--- src/rtl/masked_subbytes_serial.sv ---
// Byte-serial SubBytes sequencer: streams a shared 128-bit state through a
// pipelined masked S-box one byte per cycle and reassembles the result.
module masked_subbytes_serial #(
    parameter int NUM_SHARES   = 2,
    parameter int SBOX_LATENCY = 3
) (
    input  logic                           in_clock,
    input  logic                           in_reset,
    input  logic                           in_valid,
    output logic                           out_ready,
    input  logic [NUM_SHARES-1:0][127:0]   in_state,
    input  logic                           in_enc,
    output logic [NUM_SHARES-1:0][7:0]     out_sbox_a,
    output logic                           out_sbox_enc,
    input  logic [NUM_SHARES-1:0][7:0]     in_sbox_b,
    output logic                           out_valid,
    input  logic                           in_ready,
    output logic [NUM_SHARES-1:0][127:0]   out_state
);

    typedef enum logic [1:0] {
        IDLE  = 2'd0,
        FEED  = 2'd1,
        DRAIN = 2'd2,
        DONE  = 2'd3
    } state_t;

    state_t                         state_r;
    state_t                         state_next_s;
    logic [NUM_SHARES-1:0][127:0]   latch_r;
    logic [NUM_SHARES-1:0][127:0]   latch_next_s;
    logic [NUM_SHARES-1:0][127:0]   result_r;
    logic [NUM_SHARES-1:0][127:0]   result_next_s;
    logic                           enc_r;
    logic                           enc_next_s;
    logic [3:0]                     issue_cnt_r;
    logic [3:0]                     issue_cnt_next_s;
    logic [4:0]                     capt_cnt_r;
    logic [4:0]                     capt_cnt_next_s;
    logic [SBOX_LATENCY-1:0]        track_r;
    logic [SBOX_LATENCY-1:0]        track_next_s;
    logic [NUM_SHARES-1:0][7:0]     sbox_a_r;
    logic [NUM_SHARES-1:0][7:0]     sbox_a_next_s;
    logic                           ready_r;
    logic                           valid_r;
    logic                           feed_s;
    logic                           capture_s;

    // Each share is selected independently; shares are never combined.
    function automatic logic [NUM_SHARES-1:0][7:0] pick_byte(
        input logic [NUM_SHARES-1:0][127:0] st,
        input logic [3:0]                   idx
    );
        logic [NUM_SHARES-1:0][7:0] b;
        for (int s = 0; s < NUM_SHARES; s++) begin
            b[s] = st[s][{idx, 3'b000} +: 8];
        end
        return b;
    endfunction

    // Issue tracker shift and the capture strobe emerging from it
    always_comb begin
        feed_s       = (state_r == FEED);
        capture_s    = track_r[SBOX_LATENCY-1] & ~capt_cnt_r[4];
        track_next_s = (track_r << 1'b1) | SBOX_LATENCY'(feed_s);
    end

    // Next-state, counters, byte issue and result capture
    always_comb begin
        state_next_s     = state_r;
        latch_next_s     = latch_r;
        enc_next_s       = enc_r;
        issue_cnt_next_s = issue_cnt_r;
        capt_cnt_next_s  = capt_cnt_r;
        result_next_s    = result_r;
        sbox_a_next_s    = '0;

        if (capture_s) begin
            for (int s = 0; s < NUM_SHARES; s++) begin
                result_next_s[s][{capt_cnt_r[3:0], 3'b000} +: 8] = in_sbox_b[s];
            end
            capt_cnt_next_s = capt_cnt_r + 5'd1;
        end else begin
            capt_cnt_next_s = capt_cnt_r;
        end

        case (state_r)
            IDLE: begin
                if (in_valid) begin
                    latch_next_s     = in_state;
                    enc_next_s       = in_enc;
                    issue_cnt_next_s = 4'd0;
                    capt_cnt_next_s  = 5'd0;
                    sbox_a_next_s    = pick_byte(in_state, 4'd0);
                    state_next_s     = FEED;
                end else begin
                    state_next_s     = IDLE;
                end
            end
            FEED: begin
                issue_cnt_next_s = issue_cnt_r + 4'd1;
                if (issue_cnt_r == 4'd15) begin
                    sbox_a_next_s = '0;
                    state_next_s  = DRAIN;
                end else begin
                    sbox_a_next_s = pick_byte(latch_r, issue_cnt_r + 4'd1);
                    state_next_s  = FEED;
                end
            end
            DRAIN: begin
                // Leave on the edge that captures byte 15 so out_valid is not delayed.
                if (capture_s && (capt_cnt_r == 5'd15)) begin
                    state_next_s = DONE;
                end else begin
                    state_next_s = DRAIN;
                end
            end
            DONE: begin
                if (in_ready) begin
                    state_next_s = IDLE;
                end else begin
                    state_next_s = DONE;
                end
            end
            default: begin
                state_next_s = IDLE;
            end
        endcase
    end

    // State, datapath and registered output update
    always_ff @(posedge in_clock or negedge in_reset) begin
        if (!in_reset) begin
            state_r     <= IDLE;
            latch_r     <= '0;
            result_r    <= '0;
            enc_r       <= 1'b0;
            issue_cnt_r <= 4'd0;
            capt_cnt_r  <= 5'd0;
            track_r     <= '0;
            sbox_a_r    <= '0;
            ready_r     <= 1'b1;
            valid_r     <= 1'b0;
        end else begin
            state_r     <= state_next_s;
            latch_r     <= latch_next_s;
            result_r    <= result_next_s;
            enc_r       <= enc_next_s;
            issue_cnt_r <= issue_cnt_next_s;
            capt_cnt_r  <= capt_cnt_next_s;
            track_r     <= track_next_s;
            sbox_a_r    <= sbox_a_next_s;
            ready_r     <= (state_next_s == IDLE);
            valid_r     <= (state_next_s == DONE);
        end
    end

    assign out_ready    = ready_r;
    assign out_valid    = valid_r;
    assign out_sbox_a   = sbox_a_r;
    assign out_sbox_enc = enc_r;
    assign out_state    = result_r;

endmodule

--- config.mk ---
export PLATFORM = sky130hd
export DESIGN_NAME = masked_subbytes_serial
export DESIGN_NICKNAME = d
export VERILOG_FILES = /design/src/rtl/masked_subbytes_serial.sv
export SDC_FILE = /design/constraint.sdc
export NUM_CORES = 1
export LEC_CHECK = 0
export CORE_ASPECT_RATIO = 0.7
export CORE_MARGIN = 10
export CORE_UTILIZATION = 40
export DETAILED_ROUTE_END_ITERATION = 10
export GPL_TIMING_DRIVEN = 0
export PLACE_DENSITY = 0.76
export SYNTH_ARGS = -nofsm -noshare
export SYNTH_HDL_FRONTEND = slang
export SYNTH_SLANG_ARGS = --single-unit
export TNS_END_PERCENT = 50
--- constraint.sdc ---
create_clock -name in_clock -period 4.8 [get_ports in_clock]
set_input_delay 0.96 -clock in_clock [delete_from_list [all_inputs] [get_ports in_clock]]
set_output_delay 0.96 -clock in_clock [all_outputs]
set_load 0.05 [all_outputs]
---- Word-level counts from Yosys, hierarchy flattened ----
Index checks and enable logic that the tools add are counted.
word-level totals
  output and inout bits ................... 275
  flip-flop bits (word level) ............. 545
  input bits .............................. 277
  logic and storage cells ................. 52
operators by class
  muxes and demuxes ....................... 15
  reduce and logical (&&, ||, !) cells .... 6
  add/subtract/negate cells ............... 3
  bitwise logic cells ..................... 3
  shifts and indexed selects .............. 5
  eq/ne operators ......................... 7
operators by type and width
  cell                                                                     number
  128-bit bitwise mux                                                      2
  128-bit by 8-bit indexed part select with 8-bit output                   2
  8-bit by 9-bit indexed part select with 128-bit output                   2
  8-bit by 9-bit variable shift with 128-bit output, first input constant  1
  16-bit 2-to-1 mux                                                        2
  16-bit case mux with 2 select lines                                      1
  5-bit 2-to-1 mux                                                         3
  7-bit negator with 9-bit output                                          1
  2-bit case mux with 4 select lines                                       1
  4-bit case mux with 2 select lines                                       1
  2-bit equality test, second input constant                               3
  5-bit by 1-bit adder with 5-bit output, second input constant            1
  5-bit by 4-bit equality test with 1-bit output, second input constant    1
  4-bit by 1-bit adder with 4-bit output, second input constant            1
  4-bit equality test, second input constant                               1
  2-bit zero test                                                          2
  2-bit 2-to-1 mux                                                         2
  4-bit 2-to-1 mux                                                         1
  2-bit AND reduction                                                      2
  3-bit by 1-bit OR with 3-bit output                                      1
  2-bit by 1-bit equality test with 1-bit output, second input constant    1
  1-bit 2-to-1 mux                                                         2
  2-bit != test, second input constant                                     1
  2-bit nonzero test                                                       1
  other kinds (3)                                                          3

---- Logic depth before layout (Yosys ltp) ----
Gate-level depths: netlist of run 1.
  word-level depth ........................ 6
  mapped depth ............................ 9
  gate-level depth less buffers ........... 6

---- Worst setup path after synthesis of run 1 ----
OpenSTA, ideal clock, no wires.
  path type ............................... reg2reg
  from .................................... reg capt_cnt_r[1]
  to ...................................... reg result_r, in the netlist out_state[0]
  stages on the path, launching flop included .. 9
  period minus slack after synthesis ...... 2.391 ns
  data arrival time ....................... 2.266 ns
  slack ................................... 2.409 ns
  buffers on the path ..................... 3
  setup time .............................. 0.125 ns
  data required time ...................... 4.675 ns
  cells stage by stage .................... dfrtp_1 > buf_2 > inv_1 > ha_1 > or3_4 > or4_4 > buf_6 > buf_8 > mux2_4
between the ends
  word-level cells in the longest chain between the ends .. 3
  elaborated cells on any way between the ends .. 4
  those cells by class .................... add/sub (1); shift (2); mux (1)
ends and longest elaborated chain
  item                                                                                                                                RTL line  text
  from (decl)                                                                                                                         38        logic [4:0] capt_cnt_r;
  from (signal assigned)                                                                                                              150       capt_cnt_r <= capt_cnt_next_s;
  7-bit negator with 9-bit output *                                                                                                   80        result_next_s[s][{capt_cnt_r[3:0], 3'b000} +: 8] = in_sbox_b[s];
  8-bit by 9-bit indexed part select with 128-bit output / 8-bit by 9-bit variable shift with 128-bit output (equally long branches)  80
  128-bit bitwise mux *                                                                                                               80
  to (signal assigned)                                                                                                                147       result_r <= result_next_s;
  to (decl)                                                                                                                           32        logic [NUM_SHARES-1:0][127:0] result_r;
Every way passes the cells marked *; elsewhere a longest branch is shown, timed or not.
A chain may end at the register's enable or synchronous reset.

==> metrics.json, run 1 <==
{
  "outcome": "completed",
  "num_rows": 73,
  "cap_viol_max_count": 0,
  "io_buffer_count": 535,
  "post-route-drc-count": 0,
  "post_route_cells_drive_above_1_share": 0.1619,
  "worst-endpoint-arrival_ps": 4080,
  "critical_path_cell_count": 7,
  "cts_inserted_buffers": 54,
  "clk_transition_reported_paths_ps": 60,
  "grt_pass1_vias": 18700,
  "max_clock_freq_mhz": 272.6,
  "num-nets-final": 2908,
  "worst_ir_drop_vdd_uv": 541.0,
  "cts_num_sinks": 545,
  "async_flop_share": 1.000,
  "critical_path.max_fanout": 10,
  "crit_top_cell": "buf_2",
  "first_pass_iters": 7,
  "rsz0062_at_grt": "no",
  "crit_path_start_kind": "register",
  "p_switching_mw": 9.282,
  "design_power_total_mw": 21.74,
  "clock_power_share": 0.198,
  "grt_use_total": 0.2412,
  "setup_viol_count_final": 0,
  "internal_power_mw": 12.46,
  "post_route_skew_ps": 23.18,
  "sw_frac_of_total": 0.4269,
  "worst_reg_to_reg_cells": 7,
  "gp_congestion": 0.9354,
  "syn-instance-count": 2029,
  "whs_path_depth": 0,
  "worst-path-buf-inv": 3,
  "yosysTopAreaCellShare": 0.5902,
  "clock_tree.root_cell": "clkbuf_16",
  "maxSlewViolCount": 0,
  "grt_start_max_net_pins": 109,
  "worst-slew-pin-transition_ps": 1040,
  "worstPathCellList": "ha_1 -> buf_2 -> buf_2 -> buf_1 -> mux4_2 -> mux2i_1 -> o211ai_1",
  "clock_path_buffers": 3,
  "grt_overflow": 0,
  "avgRoutedWirePerCell_um": 24.59,
  "layout_worst_path_cycle_share": 0.7643,
  "die_w_um": 307.0,
  "cts_resized": 0,
  "cts_tree": "built",
  "detail-route-antenna-nets": 0,
  "synth_top_flop_cell": "dfrtp_1",
  "worst_path_largest_cell_delay_ps": 710,
  "post_drt_via_cell_ratio": 5.307,
  "ys_types": 55,
  "critPathSlowestCell": "buf_1",
  "synth_largest_area_cell": "dfrtp_1",
  "filler_cell_count": 4801,
  "cp.required_ps": 5210,
  "cts-htree-levels": 2,
  "finalSetupTns_ps": 0,
  "yosys-top-cells-area": "dfrtp_1, nand2_1, mux2_2",
  "dp_hpwl_um": 66160,
  "timing.slew.headroom": 0.3064,
  "initial_core_utilization": 0.4054,
  "syn-cell-area_sq_um": 23070,
  "number_of_buffers_inserted_by_hold_repair_at_cts": 0,
  "area_growth_syn_to_layout_pct": 35.77,
  "synth_sequential_area_ratio": 0.5913,
  "initialDrtViolationCount": 1674,
  "global_route_wire_length_before_repair_um": 124200,
  "synth_enable_flop_cells": 0,
  "critical_path.endpoint_type": "register",
  "timing.final.hold_violations": 0,
  "pin_count": 552,
  "route.final.wire_length_um": 84190,
  "total_leakage_power_nw": 14.80,
  "seqPwrFrac": 0.332,
  "timing.final.crit_period_ps": 3669,
  "synth.net_count": 2312,
  "crit_family": "buffers and inverters",
  "layout.cells.most_common_list": "nand2_1, dfrtp_1, clkdlybuf4s50_1",
  "core_area_sq_um": 56900,
  "logic_pwr_share": 0.470,
  "clock_network_latency_to_the_later_pin_of_the_worst_skew_pair_ps": 590,
  "power_per_cell_area_nw_per_um2": 694.3,
  "setup.worst_path.class": "register to register",
  "die_height_um": 220.9,
  "postCtsSetupBuffers": 0,
  "synth_seq_cells": 545,
  "layout_commonest_cell": "nand2_1",
  "hold_path.class": "register to register",
  "dieArea_sq_um": 67820,
  "routed-via-count": 18170,
  "synthesis.area_per_instance_sq_um": 11.37,
  "grt_antenna_before_repair": 10,
  "yosys_warning_count": 0
}
final cells by class:
cell class / instances / area (sq um) / area share
Sequential cell: 545 / 13640 / 0.4355
Multi-Input combinational cell: 1346 / 8821 / 0.2817
Timing Repair Buffer: 540 / 5498 / 0.1756
Clock buffer: 78 / 1583 / 0.05054
Tap cell: 750 / 938.4 / 0.02997
Buffer: 134 / 590.6 / 0.01886
Clock inverter: 21 / 216.5 / 0.006912
Inverter: 4 / 15.01 / 0.0004794
Antenna cell: 6 / 15.01 / 0.0004794
metal layers:
metal  global-route usage  vias to the layer above  part of all wire
met4              0.08909                        2             0.036
li1                     -                     7933                 -
met1               0.3286                     9390              0.42
met5                    0                        -           0.00015
met3              0.04312                      149             0.069
met2               0.3817                      696              0.47
power by group through the flow:
stage | clock network [mW] | logic, mW | registers (mW)
floorplan | 0 | 4.39 | 9.06
global placement | 0 | 9.97 | 7.20
detailed placement | 0 | 10.2 | 7.25
CTS | 4.39 | 10.2 | 7.19
global route | 4.59 | 10.8 | 7.38
finish | 4.31 | 10.2 | 7.21
per-stage QoR:
step / util / setup slack (ps) / hold WS (ps) / std cells / area, sq um
after detailed placement: 0.5185 / 684.9 / 346.2 / 3319 / 29500
after CTS: 0.5501 / 1302 / 360.8 / 3418 / 31300
after floorplan: - / 2409 / 331.2 / 2029 / 23070
final: 0.5503 / 1131 / 355.5 / 3424 / 31320
after global placement: 0.5160 / -20470 / 338.6 / 3314 / 29360
after global routing: 0.5503 / 1085 / 365.2 / 3424 / 31320
state kept, by name, indices dropped and copies added (netlist names):
signal	cells
issue_cnt_r	4
out_sbox_enc	1
latch_r	256
out_valid	1
track_r	3
out_sbox_a	16
out_state	256
out_ready	1
capt_cnt_r	5
state_r	2
path summary, 6_finish.rpt:
| kind | start | end | slack (ps) |
|---|---|---|---|
| min reg2reg | track_r[1] | track_r[2] | 360 |
| min | track_r[1] | track_r[2] | 360 |
| max | issue_cnt_r[1] | out_sbox_a[0] | 1130 |
| max reg2reg | issue_cnt_r[1] | out_sbox_a[0] | 1130 |
| min in group asynchronous | in_reset | out_state[57] | 390 |
| max in group asynchronous | in_reset | latch_r[108] | 2630 |
worst register-to-register path, delay by kind of cell, from the launching register on:
kind,cells,cell delay [ps]
AOI/OAI and AO/OA,1,260
adders and majority gates,1,310
buffers and inverters,3,1320
DFF,1,430
muxes,2,1170
cells by family after synthesis:
kind of cell	synth area share
simple gates	0.1577
compound gates	0.02137
fa+ha+maj	0.003255
mux	0.1979
flops	0.5913
buf+inv	0.02625
xor+xnor	0.002170
Yosys cell counts (2+ instances only):
cell	n
mux2i_1	80
or3_1	17
or2_2	2
and3_1	22
nand2_1	805
buf_6	2
o21ai_0	25
inv_1	4
mux2_2	225
nand2b_1	5
buf_4	7
buf_1	5
o21ai_1	2
and2_1	16
nand3_1	8
nor2_1	5
clkbuf_1	91
mux2_4	10
dfrtp_1	544
xor2_1	2
buf_2	28
o211ai_1	16
ha_1	6
mux4_2	48
nand3b_1	2
nor3b_1	2
o31ai_1	12
nor2b_1	3
a21oi_1	5
a22o_1	2
o2111ai_2	2
nand4_1	3
(Power assumes the default switching activity.)
==> inputs of run 2 (changes only) <==
--- a/config.mk
+++ b/config.mk
@@ -10,7 +10,7 @@
 export CORE_UTILIZATION = 40
 export DETAILED_ROUTE_END_ITERATION = 10
 export GPL_TIMING_DRIVEN = 0
-export PLACE_DENSITY = 0.76
+export PLACE_DENSITY = 0.78
 export SYNTH_ARGS = -nofsm -noshare
 export SYNTH_HDL_FRONTEND = slang
 export SYNTH_SLANG_ARGS = --single-unit
==> constraint.sdc (replaced) <==
create_clock -name in_clock -period 3 [get_ports in_clock]
set_input_delay 0.6 -clock in_clock [delete_from_list [all_inputs] [get_ports in_clock]]
set_output_delay 0.6 -clock in_clock [all_outputs]
set_load 0.05 [all_outputs]
==> metrics.json, run 2 (synthesized netlist as in run 1, its figures left out) <==
{
  "outcome": "completed",
  "post_drt_via_cell_ratio": 5.360,
  "avgRoutedWirePerCell_um": 24.56,
  "initial_core_utilization": 0.4054,
  "die_w_um": 307.0,
  "postLayoutCellArea_sq_um": 31310,
  "max_clock_freq_mhz": 343.8,
  "grt_overflow": 0,
  "grt_util_met3": 0.04960,
  "grt_antenna_before_repair": 9,
  "clock_network_latency_to_the_later_pin_of_the_worst_skew_pair_ps": 590,
  "finalSetupTns_ps": 0,
  "clock_tree.root_cell": "clkbuf_16",
  "timing.final.hold_violations": 0,
  "postCtsSetupBuffers": 0,
  "pin_count": 552,
  "clk_transition_reported_paths_ps": 60,
  "post-route-drc-count": 0,
  "first_pass_iters": 5,
  "dp_hpwl_um": 65650,
  "cts-htree-levels": 2,
  "power_per_cell_area_nw_per_um2": 1115,
  "regToRegSetupSlack_ps": 90,
  "filler_cell_count": 4697,
  "setup_viol_count_final": 0,
  "crit_path_start_kind": "register",
  "hold_path.class": "input port to asynchronous set/reset pin",
  "num_rows": 73,
  "postPlaceCellArea_sq_um": 29470,
  "route.final.wire_length_um": 84010,
  "routed-via-count": 18340,
  "die_height_um": 220.9,
  "cts_num_sinks": 545,
  "global_route_wire_length_before_repair_um": 123700,
  "reg2reg_capture_point": "out_sbox_a[3]",
  "worstReg2RegStart": "issue_cnt_r[1]",
  "cap_viol_max_count": 0,
  "maxSlewViolCount": 0,
  "cts_inserted_buffers": 54,
  "detail-route-antenna-nets": 0,
  "grt_use_total": 0.2396,
  "finalCoreUtilization": 0.5502,
  "rsz0062_at_grt": "yes",
  "post_route_cells_drive_above_1_share": 0.1660,
  "cts_tree": "built",
  "gp_congestion": 0.9456,
  "critical_path.endpoint_type": "register",
  "layout_commonest_cell": "nand2_1",
  "total_leakage_power_nw": 14.78,
  "area_growth_syn_to_layout_pct": 35.73,
  "met2_use_gr": 0.3751,
  "io_buffer_count": 535,
  "dieArea_sq_um": 67820,
  "worst_slack_ps": 91.64,
  "initialDrtViolationCount": 1664,
  "critical_path.max_fanout": 10,
  "timing.slew.headroom": 0.2693,
  "grt_pass1_vias": 18680,
  "post_route_skew_ps": 21.46,
  "worst-endpoint-arrival_ps": 3350,
  "tightest_hold_margin_ps": 42.53,
  "cp.required_ps": 3440,
  "layout.cells.most_common_list": "nand2_1, dfrtp_1, clkdlybuf4s50_1",
  "worst-slew-pin-transition_ps": 1096,
  "grt.busiest_layer": "met2",
  "num-nets-final": 2907,
  "timing.final.crit_period_ps": 2908,
  "grt_start_max_net_pins": 127,
  "setup.worst_path.class": "register to register",
  "pre_cts_slack_ps": -954.9,
  "clock_path_buffers": 3,
  "worst_reg_to_reg_cells": 7,
  "global_route.usage.met1": 0.3265,
  "layout_worst_path_cycle_share": 0.9695,
  "core_area_sq_um": 56900,
  "worst_ir_drop_vdd_uv": 746.8
}
==> run 2: cell types whose count changed in the layout (fill, tap and decap cells not counted), moves of 3 or more <==
| cell | delta |
|---|---|
| clkbuf_1 | -7 |
| clkbuf_2 | +3 |
| buf_1 | -3 |
| mux2i_2 | +4 |
| mux2i_1 | -5 |
==> run 2: cell type report <==
class	count	area, sq um	share of cell area
diodes	8	20.02	0.0006394
plain buffers	134	605.6	0.01934
clock buffers	76	1595	0.05096
clock inverters	19	163.9	0.005235
inverters	4	15.01	0.0004796
multi-input cells	1346	8860	0.2830
flip-flops and latches	545	13640	0.4357
well taps	750	938.4	0.02997
repair buffers	539	5470	0.1747
==> run 2: what timing repair did <==
item / CTS / global route
hold buffers: 0 / 0
endpoints found under the hold margin: 0 / 0
pin swaps: 0 / 0
setup endpoints to repair: 38 / 30
resized for setup: 10 / 7
==> run 2: worst max-delay path, cell delays in order, from the launching register on <==
cell             delay [ps]
dfrtp_1                 420
ha_1                    310
buf_2                   160
clkbuf_4                330
clkdlybuf4s18_2         510
mux4_2                  410
mux2i_2                 460
o211ai_1                150
==> run 2: worst max path at each step <==
| stage | start | to | slack (ps) |
|---|---|---|---|
| 2_1_floorplan | capt_cnt_r[1] | out_state[0] | 610 |
| 3_3_place_gp | in_reset | latch_r[162] | -21760 |
| 3_5_place_dp | in_valid | latch_r[65] | -950 |
| 4_1_cts | issue_cnt_r[1] | out_sbox_a[0] | 40 |
| 5_1_grt | state_r[0] | latch_r[64] | -40 |
| 6_report | issue_cnt_r[1] | out_sbox_a[3] | 90 |
==> run 2: where the power goes <==
group | switching, mW | total (mW) | internal (mW)
Sequential | 1.55 | 11.6 | 10.0
Combinational | 10.4 | 16.5 | 6.08
Clock | 2.95 | 6.82 | 3.86
==> run 2: per-stage QoR <==
stage / power [mW] / std cells
after global placement: 27.46 / 3314
after detailed placement: 27.85 / 3318
after global routing: 36.48 / 3421
final: 34.90 / 3421
after floorplan: 21.52 / 2029
after CTS: 34.82 / 3413
==> run 2: metal layers <==
metal / wire length (um) / part of all wire
met1: 35280 / 0.42
met2: 39590 / 0.47
met3: 6330 / 0.075
met4: 2807 / 0.033
met5: 0 / 0
==> inputs of run 3 (changes only) <==
--- a/config.mk
+++ b/config.mk
@@ -8,9 +8,12 @@
 export CORE_ASPECT_RATIO = 0.7
 export CORE_MARGIN = 10
 export CORE_UTILIZATION = 40
+export CTS_BUF_LIST = sky130_fd_sc_hd__clkbuf_16
+export CTS_CLUSTER_SIZE = 16
 export DETAILED_ROUTE_END_ITERATION = 10
 export GPL_TIMING_DRIVEN = 0
 export PLACE_DENSITY = 0.78
+export SETUP_SLACK_MARGIN = 0.5
 export SYNTH_ARGS = -nofsm -noshare
 export SYNTH_HDL_FRONTEND = slang
 export SYNTH_SLANG_ARGS = --single-unit
==> metrics.json, run 3 (synthesized netlist as in run 1, its figures left out) <==
{
  "initialDrtViolationCount": 1569,
  "rsz0062_at_grt": "yes",
  "layout.cells.most_common_list": "nand2_1, dfrtp_1, clkdlybuf4s50_1",
  "worst-slew-pin-transition_ps": 970.9,
  "layout_worst_path_cycle_share": 0.8470,
  "timing.final.hold_violations": 0,
  "clock_path_buffers": 3,
  "setup_viol_count_final": 0,
  "outcome": "completed",
  "gp_congestion": 0.9456,
  "finalCoreUtilization": 0.5545,
  "worstPathCellList": "clkdlybuf4s50_1",
  "dieArea_sq_um": 67820,
  "pin_count": 552,
  "crit_path_start_kind": "register",
  "cts_tree": "built",
  "route.final.wire_length_um": 84400,
  "first_pass_iters": 7,
  "timing.slew.headroom": 0.3528,
  "cp.required_ps": 2400,
  "worst-endpoint-arrival_ps": 1940,
  "post_route_cells_drive_above_1_share": 0.1771,
  "cap_viol_max_count": 0,
  "hold_path.class": "input port to asynchronous set/reset pin",
  "dp_hpwl_um": 65650,
  "power_per_cell_area_nw_per_um2": 1112,
  "grt_antenna_before_repair": 12,
  "initial_core_utilization": 0.4054,
  "post-route-drc-count": 0,
  "critical_path.max_fanout": 1,
  "cts_inserted_buffers": 54,
  "avgRoutedWirePerCell_um": 24.58,
  "crit_family": "buffers and inverters",
  "io_buffer_count": 535,
  "routed-via-count": 18340,
  "grt_start_max_net_pins": 127,
  "post_route_skew_ps": 22.68,
  "worstReg2RegStart": "capt_cnt_r[1]",
  "worst_reg_to_reg_cells": 9,
  "clock_tree.root_cell": "clkbuf_16",
  "total_leakage_power_nw": 14.88,
  "postLayoutCellArea_sq_um": 31550,
  "area_growth_syn_to_layout_pct": 36.80,
  "die_w_um": 307.0,
  "number_of_buffers_inserted_by_hold_repair_at_cts": 0,
  "detail-route-antenna-nets": 0,
  "worst_path_largest_cell_delay_ps": 810,
  "worst_slack_ps": 459.1,
  "grt_use_total": 0.2407,
  "grt_pass1_vias": 18820,
  "core_area_sq_um": 56900,
  "post_drt_via_cell_ratio": 5.340,
  "max_clock_freq_mhz": 393.6,
  "critPathSlowestCell": "clkdlybuf4s50_1",
  "die_height_um": 220.9,
  "worst-path-buf-inv": 1,
  "setup.worst_path.class": "register to output pin",
  "pre_cts_slack_ps": -954.9,
  "global_route_wire_length_before_repair_um": 123800,
  "layout_commonest_cell": "nand2_1",
  "maxSlewViolCount": 0,
  "clock_network_latency_to_the_later_pin_of_the_worst_skew_pair_ps": 590,
  "cts_num_sinks": 545,
  "num-nets-final": 2920,
  "num_rows": 73,
  "cts-htree-levels": 2,
  "timing.final.crit_period_ps": 2541,
  "tightest_hold_margin_ps": 34.69,
  "clk_transition_reported_paths_ps": 70,
  "reg2reg_capture_point": "out_state[28]",
  "postPlaceCellArea_sq_um": 29470,
  "regToRegSetupSlack_ps": 480,
  "worst_ir_drop_vdd_uv": 797.9,
  "critical_path.endpoint_type": "output pin",
  "grt_overflow": 0
}
==> run 3: changes by cell type in the layout (fill, tap and decap cells not counted), sizes merged <==
cell / delta
clkdlybuf4s15: +1
buf: +10
clkinv: +14
clkdlybuf4s18: -1
inv: +7
clkbuf: -18
==> run 3: worst max path at each step <==
stage,endpoint,depth (start not counted),start
floorplan,out_state[0],8,capt_cnt_r[1]
global placement,latch_r[162],1,in_reset
detailed placement,latch_r[65],7,in_valid
global route,out_state[30],9,capt_cnt_r[1]
finish,out_ready,1,out_ready
CTS,out_state[41],9,capt_cnt_r[1]
==> run 3: worst register-to-register path, cell delays in order (launching register included) <==
cell and delay (ps):
dfrtp_1 370, buf_4 200, inv_2 70, ha_4 180, buf_4 150, xnor2_4 330, nand3_2 230, nor2_4 250
buf_4 260, mux2_2 360
==> run 3: power breakdown <==
group / internal, mW / switching, mW
Sequential: 10.0 / 1.54
Combinational: 6.45 / 10.6
Clock: 3.48 / 2.95
Total: 19.9 / 15.1
==> run 3: metrics by stage <==
| stage | setup TNS (ps) | total power [mW] | instances |
|---|---|---|---|
| 2_1_floorplan | 0 | 21.52 | 2029 |
| 3_3_place_gp | - | 27.46 | 3314 |
| 3_5_place_dp | -41390 | 27.85 | 3318 |
| 4_1_cts | 0 | 34.79 | 3420 |
| 5_1_grt | 0 | 36.66 | 3434 |
| 6_report | 0 | 35.09 | 3434 |
==> run 3: layout make-up <==
class / count / area (sq um)
Clock buffer: 55 / 1376
Multi-Input combinational cell: 1346 / 9012
Timing Repair Buffer: 552 / 5568
Sequential cell: 545 / 13640
Buffer: 134 / 742.0
Clock inverter: 40 / 242.7
Inverter: 4 / 15.01
Fill cell: 4679 / 25350
Tap cell: 750 / 938.4
Antenna cell: 8 / 20.02
==> run 3: what timing repair did <==
action	4_1_cts	5_1_grt
buffers inserted	7	6
setup endpoints to repair	303	396
resized for setup	50	65
pin swaps	4	4
==> run 3: layer usage <==
metal | vias up | global-route usage | wire, um
met3 | 175 | 0.05371 | 6248
met1 | 9422 | 0.3241 | 35590
li1 | 7960 | - | -
met5 | - | 0 | 0
met2 | 781 | 0.3733 | 39260
met4 | 0 | 0.09723 | 3303
